File: config.mk
export PLATFORM = sky130hd
export DESIGN_NAME = dcache_mem_ctrl
export DESIGN_NICKNAME = d
export VERILOG_FILES = /design/src/rtl/dcache_mem_ctrl.sv
export SDC_FILE = /design/constraint.sdc
export NUM_CORES = 1
export LEC_CHECK = 0
export BUFFER_PORTS_ARGS = -buffer_cell sky130_fd_sc_hd__buf_2
export CAP_MARGIN = 10
export CORE_ASPECT_RATIO = 0.6
export CORE_MARGIN = 5
export CORE_UTILIZATION = 40
export CTS_BUF_LIST = sky130_fd_sc_hd__clkbuf_16
export CTS_CLUSTER_SIZE = 20
export DETAILED_ROUTE_END_ITERATION = 8
export HOLD_SLACK_MARGIN = 0.1
export PLACE_DENSITY = 0.73
export SETUP_SLACK_MARGIN = 0.4
export SKIP_CTS_REPAIR_TIMING = 1
export SYNTH_ARGS = -nofsm -noshare
export SYNTH_HDL_FRONTEND = slang
export SYNTH_SLANG_ARGS = --single-unit
File: constraint.sdc
create_clock -name clock -period 8.8 [get_ports clock]
set_input_delay 1.32 -clock clock [delete_from_list [all_inputs] [get_ports clock]]
set_output_delay 1.32 -clock clock [all_outputs]
set_load 0.005 [all_outputs]
File: src/rtl/dcache_mem_ctrl.sv
// ============================================================================
//  Module   : dcache_mem_ctrl
//  Purpose  : Data-cache memory-side controller. It services load misses
//             from the memory bus (or from the write-back buffer when the
//             line is still queued there), fills the line into the cache,
//             and buffers dirty victims in a small write-back FIFO that
//             drains to memory as bus stores.
//  Ports    : clock, reset (async, active-low)
//             miss_valid/miss_addr/miss_ready      - load-miss request
//             fill_done/fill_addr/fill_data        - fill notification
//             wr1_*                                - cache write/search side
//             evicted_*_in                         - victim line from cache
//             proc2mem_*                           - bus request
//             mem2proc_*                           - bus response / load data
//  Revision : 1.0 - initial release
// ============================================================================
`default_nettype none

module dcache_mem_ctrl #(
    parameter int WB_DEPTH  = 2,
    parameter int MEM_TAG_W = 4
) (
    input  logic                 clock,
    input  logic                 reset,
    // Miss request
    input  logic                 miss_valid,
    input  logic [63:0]          miss_addr,
    output logic                 miss_ready,
    // Fill notification
    output logic                 fill_done,
    output logic [63:0]          fill_addr,
    output logic [63:0]          fill_data,
    // Cache write side
    output logic                 wr1_en,
    output logic                 wr1_from_mem,
    output logic                 wr1_search,
    output logic                 wr1_dirty,
    output logic                 wr1_valid,
    output logic [63:0]          wr1_addr,
    output logic [63:0]          wr1_data,
    input  logic                 wr1_hit_in,
    input  logic                 evicted_valid_in,
    input  logic                 evicted_dirty_in,
    input  logic [63:0]          evicted_addr_in,
    input  logic [63:0]          evicted_data_in,
    // Memory bus
    output logic [1:0]           proc2mem_command,
    output logic [63:0]          proc2mem_addr,
    output logic [63:0]          proc2mem_data,
    input  logic [MEM_TAG_W-1:0] mem2proc_response,
    input  logic [MEM_TAG_W-1:0] mem2proc_tag,
    input  logic [63:0]          mem2proc_data
);

    localparam int         c_PTR_W     = (WB_DEPTH > 1) ? $clog2(WB_DEPTH) : 1;
    localparam int         c_CNT_W     = $clog2(WB_DEPTH + 1);
    localparam logic [1:0] c_BUS_NONE  = 2'd0;
    localparam logic [1:0] c_BUS_LOAD  = 2'd1;
    localparam logic [1:0] c_BUS_STORE = 2'd2;

    typedef enum logic [1:0] {
        S_IDLE = 2'd0,
        S_REQ  = 2'd1,
        S_WAIT = 2'd2,
        S_FILL = 2'd3
    } state_t;

    state_t                 r_state;
    state_t                 w_state_next;
    logic                   r_active;      // low until the first edge after reset
    logic [63:0]            r_line_addr;
    logic [63:0]            r_line_data;
    logic [MEM_TAG_W-1:0]   r_cur_tag;

    // Write-back FIFO
    logic [63:0]            r_wb_addr [WB_DEPTH];
    logic [63:0]            r_wb_data [WB_DEPTH];
    logic [c_PTR_W-1:0]     r_rd_ptr;
    logic [c_PTR_W-1:0]     r_wr_ptr;
    logic [c_CNT_W-1:0]     r_count;

    logic                   w_fifo_full;
    logic                   w_drain;
    logic                   w_resp_nz;
    logic                   w_pop;
    logic                   w_victim_dirty;
    logic                   w_stall;
    logic                   w_fill_fire;
    logic                   w_push;
    logic                   w_miss_fire;
    logic [63:0]            w_miss_line;
    logic                   w_fwd_hit;
    logic [63:0]            w_fwd_data;
    logic [c_PTR_W-1:0]     w_fwd_idx;
    logic                   w_unused;

    // Byte-offset bits of incoming addresses are deliberately dropped.
    assign w_unused = ^{miss_addr[2:0], evicted_addr_in[2:0]};

    assign w_miss_line    = {miss_addr[63:3], 3'b000};
    assign w_fifo_full    = (r_count == c_CNT_W'(WB_DEPTH));
    // The load request owns the bus while in REQ; otherwise the FIFO head drains.
    assign w_drain        = (r_count != '0) && (r_state != S_REQ);
    assign w_resp_nz      = |mem2proc_response;
    assign w_pop          = w_drain && w_resp_nz;
    assign w_victim_dirty = !wr1_hit_in && evicted_valid_in && evicted_dirty_in;
    // A pop in the same cycle frees the slot the victim needs, so no stall then.
    assign w_stall        = (r_state == S_FILL) && w_victim_dirty && w_fifo_full && !w_pop;
    assign w_fill_fire    = (r_state == S_FILL) && !w_stall;
    assign w_push         = w_fill_fire && w_victim_dirty;
    assign w_miss_fire    = (r_state == S_IDLE) && r_active && miss_valid;

    // Forwarding lookup: scan occupied slots oldest to youngest so that the
    // youngest copy of a line wins if it was evicted more than once.
    always_comb begin
        w_fwd_hit  = 1'b0;
        w_fwd_data = '0;
        w_fwd_idx  = r_rd_ptr;
        for (int k = 0; k < WB_DEPTH; k++) begin
            w_fwd_idx = r_rd_ptr + c_PTR_W'(k);
            if ((c_CNT_W'(k) < r_count) &&
                (r_wb_addr[w_fwd_idx][63:3] == miss_addr[63:3])) begin
                w_fwd_hit  = 1'b1;
                w_fwd_data = r_wb_data[w_fwd_idx];
            end
        end
    end

    // Next-state and output decode
    always_comb begin
        w_state_next     = r_state;
        miss_ready       = 1'b0;
        fill_done        = 1'b0;
        fill_addr        = '0;
        fill_data        = '0;
        wr1_en           = 1'b0;
        wr1_from_mem     = 1'b0;
        wr1_search       = 1'b0;
        wr1_dirty        = 1'b0;
        wr1_valid        = 1'b0;
        wr1_addr         = '0;
        wr1_data         = '0;
        proc2mem_command = c_BUS_NONE;
        proc2mem_addr    = '0;
        proc2mem_data    = '0;

        case (r_state)
            S_IDLE: begin
                miss_ready = r_active;
                if (w_miss_fire) begin
                    w_state_next = w_fwd_hit ? S_FILL : S_REQ;
                end
            end
            S_REQ: begin
                proc2mem_command = c_BUS_LOAD;
                proc2mem_addr    = r_line_addr;
                if (w_resp_nz) begin
                    w_state_next = S_WAIT;
                end
            end
            S_WAIT: begin
                // r_cur_tag is never zero here, so the idle tag value never matches.
                if (mem2proc_tag == r_cur_tag) begin
                    w_state_next = S_FILL;
                end
            end
            S_FILL: begin
                wr1_search = 1'b1;
                wr1_addr   = r_line_addr;
                if (!w_stall) begin
                    wr1_en       = 1'b1;
                    wr1_from_mem = 1'b1;
                    wr1_valid    = 1'b1;
                    wr1_data     = r_line_data;
                    fill_done    = 1'b1;
                    fill_addr    = r_line_addr;
                    fill_data    = r_line_data;
                    w_state_next = S_IDLE;
                end
            end
            default: w_state_next = S_IDLE;
        endcase

        if (w_drain) begin
            proc2mem_command = c_BUS_STORE;
            proc2mem_addr    = r_wb_addr[r_rd_ptr];
            proc2mem_data    = r_wb_data[r_rd_ptr];
        end
    end

    // Control state
    always_ff @(posedge clock or negedge reset) begin
        if (!reset) begin
            r_state     <= S_IDLE;
            r_active    <= 1'b0;
            r_line_addr <= '0;
            r_line_data <= '0;
            r_cur_tag   <= '0;
            r_rd_ptr    <= '0;
            r_wr_ptr    <= '0;
            r_count     <= '0;
        end else begin
            r_state  <= w_state_next;
            r_active <= 1'b1;

            if (w_miss_fire) begin
                r_line_addr <= w_miss_line;
                if (w_fwd_hit) begin
                    r_line_data <= w_fwd_data;
                end
            end
            if ((r_state == S_REQ) && w_resp_nz) begin
                r_cur_tag <= mem2proc_response;
            end
            if ((r_state == S_WAIT) && (mem2proc_tag == r_cur_tag)) begin
                r_line_data <= mem2proc_data;
            end

            if (w_push) begin
                r_wr_ptr <= r_wr_ptr + 1'b1;
            end
            if (w_pop) begin
                r_rd_ptr <= r_rd_ptr + 1'b1;
            end
            case ({w_push, w_pop})
                2'b10:   r_count <= r_count + 1'b1;
                2'b01:   r_count <= r_count - 1'b1;
                default: r_count <= r_count;
            endcase
        end
    end

    // FIFO storage; contents are only meaningful below r_count, so no reset.
    always_ff @(posedge clock) begin
        if (w_push) begin
            r_wb_addr[r_wr_ptr] <= {evicted_addr_in[63:3], 3'b000};
            r_wb_data[r_wr_ptr] <= evicted_data_in;
        end
    end

endmodule

`default_nettype wire

==> reports/results.ini <==
[synthesis]
syn_avg_cell_area_sq_um = 12.0
yosys-top-cells-count = 250 x edfxtp_1, 247 x mux2i_1, 188 x and2_1
syn_area_sq_um = 20600
yosysMostFrequentCell = edfxtp_1
synth_xor_area_share_pct = 4.98
synthMuxAreaShare_pct = 15.4
synthAdderAreaFrac_pct = 0.547
synth-simple-area-share_pct = 11.6
synth_top_family_by_area = multiplexers
synthTopCellsByArea = edfxtp_1 36%, dfrtp_1 17%, mux2i_1 12%
synth_edf_count = 250
yosysWarnings = 0
yosysUniqueCellTypes = 46
yosysTopAreaCell = edfxtp_1
ys_async_sr_fraction_pct = 35.2
ys_ff_latch = 386
synthDominantCellAreaShare_pct = 36.5
synthFlopType = edfxtp_1
synth-seq-area-share_pct = 53.0
syn_inst = 1709
synth_compound_area_share_pct = 8.87

[run_status]
status = completed

[die]
initial_core_util_pct = 40.4
core-area_sq_um = 50900
die_h_um = 186
dieArea_sq_um = 56200
die_width_um = 303
rows = 64
ioPinCount = 663

[critical_path]
path_max_fanout = 65
cp.required_ns = 9.25
worstPathArrival_ns = 6.35
crit_path_start = r_rd_ptr
criticalPathCategory = flip-flop to flip-flop
critPathTopFamily = simple AND/OR/NAND/NOR gates
r2r-end = r_line_data[9]
reg2reg_slack_ns = 2.90
crit_slowest_cell = nor4_1
start_kind = flip-flop
end_kind = flip-flop
reg2reg_from = r_rd_ptr
crit_cells = 11
reg2reg_depth = 11
critPathMostFrequentCell = buf_4
crit_chain = buf_12 > mux2i_1 > xnor2_1 > nor4_1 > nand4_1 > or4_1 > o21a_2 > buf_4 > or3_4 > buf_4 > o211ai_2
path_buf_inv = 3
max_stage_delay_ns = 0.97
crit_end = r_line_data[9]

[clocking]
htreeDepth = 2
cts.sinks = 386
cts_tree = done
clock_path_buffers = 3
cts.clk_slew.worst_paths_ns = 0.07
cts_made_buffers = 40
clk_latency_ns = 0.55
root_buffer = clkbuf_16

[drt]
vias = 16108
drc = 0
viasPerCell = 5.42
ant_nets = 0
drt_iter0_drc = 1438
dr.pass1.iters = 5
wl_per_cell_um = 23.6
drt-total-wl_mm = 70.1

[finish]
syn2layout_area_growth_pct = 21.8
final_layout_size_suffix_gt1_share_pct = 38.0
fill_cells = 4637
finalNetCount = 2518
multiInputGateArea_sq_um = 8620
seq_area_sq_um = 10900

[flow_run]
max_cap_viol_count = 0

[worst_hold_path]
hold_path_class = flip-flop to flip-flop

[power]
ir_worst_vdd_uv = 170
finalPower_mw = 7.66
p_per_area_nw_per_um2 = 306
leakage_nw = 11.3

[sta]
report.final.hold_viol_count = 0
post-route-min-period_ns = 5.90
relSlewSlack_pct = 28.2
fin_crit_sh_pct = 67.0
drv_slew = 0
clock.fmax_mhz = 169
tightest_slew_ns = 1.07
rsz0062_at_grt = false
fin_tns_setup_ns = 0
setup_viol = 0
finalClockSkew_ns = 0.0233

[global_routing]
grt_max_degree = 97
grt_pass1_vias = 15864
grt_pass1_wl_mm = 101
grt_usage_pct = 23.6
overflow = 0
grt_antenna_before_repair = 15

[place]
gp_congestion = 0.898
dp_hpwl_mm = 51.0
port_buffers = 646

where the power goes:
part / total [mW] / internal (mW) / switching, mW
logic: 3.47 / 1.50 / 1.97
registers: 2.56 / 2.27 / 0.294
clock network: 1.63 / 0.882 / 0.750
total: 7.66 / 4.65 / 3.01
worst register-to-register path, stage by stage, from the launching register on:
cell and delay (ns):
dfrtp_4 0.91, buf_12 0.47, mux2i_1 0.36, xnor2_1 0.23, nor4_1 0.97, nand4_1 0.22
or4_1 0.66, o21a_2 0.17, buf_4 0.35, or3_4 0.63, buf_4 0.40, o211ai_2 0.43
layer usage:
metal	part of all wire, %	vias up	global-route usage, %
met1	41	8111	32.0
met4	2.0	8	5.10
met2	48	728	38.8
met5	0.086	-	0
li1	-	7156	-
met3	8.7	105	5.68
placed cells by master, fill, tap and decap left out, types with 3 or more instances in the layout:
master / netlist / final
inv_6: 0 / 3
conb_1: 2 / 11
buf_4: 84 / 20
mux2i_1: 247 / 247
nand2_1: 136 / 134
dfrtp_1: 136 / 135
buf_2: 4 / 645
clkbuf_16: 0 / 41
a22o_1: 4 / 4
a21oi_1: 6 / 6
nor4_1: 42 / 42
edfxtp_1: 250 / 250
o22ai_1: 4 / 4
nor2_1: 71 / 70
ha_1: 9 / 7
o211ai_2: 60 / 60
and2_1: 188 / 187
clkinv_2: 0 / 8
clkinv_1: 0 / 11
xor2_1: 27 / 27
nand4_1: 16 / 16
xnor2_1: 90 / 89
o21ai_0: 68 / 68
inv_1: 9 / 15
mux2_2: 62 / 62
diode_2: 0 / 8
o211ai_1: 66 / 66
through the flow:
stage                     cell area, sq um  setup WS (ns)  std cells  hold WS, ns  utilization, %
after floorplan                      20600          0.892       1718        0.460               -
after global placement               23800           3.25       2890        0.487            46.8
after detailed placement             23800           3.17       2890        0.492            46.8
after CTS                            25100           3.15       2964        0.507            49.2
after global routing                 25100           2.84       2969        0.529            49.2
final                                25100           2.90       2972        0.505            49.2
state kept, by name, summed over array words and instances, names as in the netlist:
register and cells:
r_rd_ptr 1, r_state 2, r_line_data 64, r_wb_addr 122
r_cur_tag 4, r_line_addr 61, r_wb_data 128, r_count 2
r_active 1, r_wr_ptr 1
how the worst min path moves through the flow:
stage                        start        endpoint  slack, ns  cells after the start
finish              r_line_data[1]  r_line_data[1]       0.50                      1
global route        r_line_data[1]  r_line_data[1]       0.53                      1
global placement        r_count[0]      r_count[0]       0.49                      1
detailed placement  r_line_data[1]  r_line_data[1]       0.49                      1
CTS                 r_line_data[1]  r_line_data[1]       0.51                      1
floorplan                 r_wr_ptr        r_wr_ptr       0.46                      1
layout make-up:
cell class	count	area share, %
tap	693	3.46
inverter	9	0.135
antenna	8	0.0798
clock inverter	33	0.768
timing repair buffer	667	13.6
clock buffer	41	4.09
multi-input combinational	1135	34.4
sequential	386	43.5
kinds of logic after synthesis:
| group | Yosys count |
|---|---|
| compound gates | 225 |
| xor+xnor | 117 |
| fa+ha+maj | 9 |
| buf+inv | 197 |
| flops | 386 |
| mux | 309 |
| other cells | 2 |
| simple gates | 464 |
(Power assumes the default switching activity.)
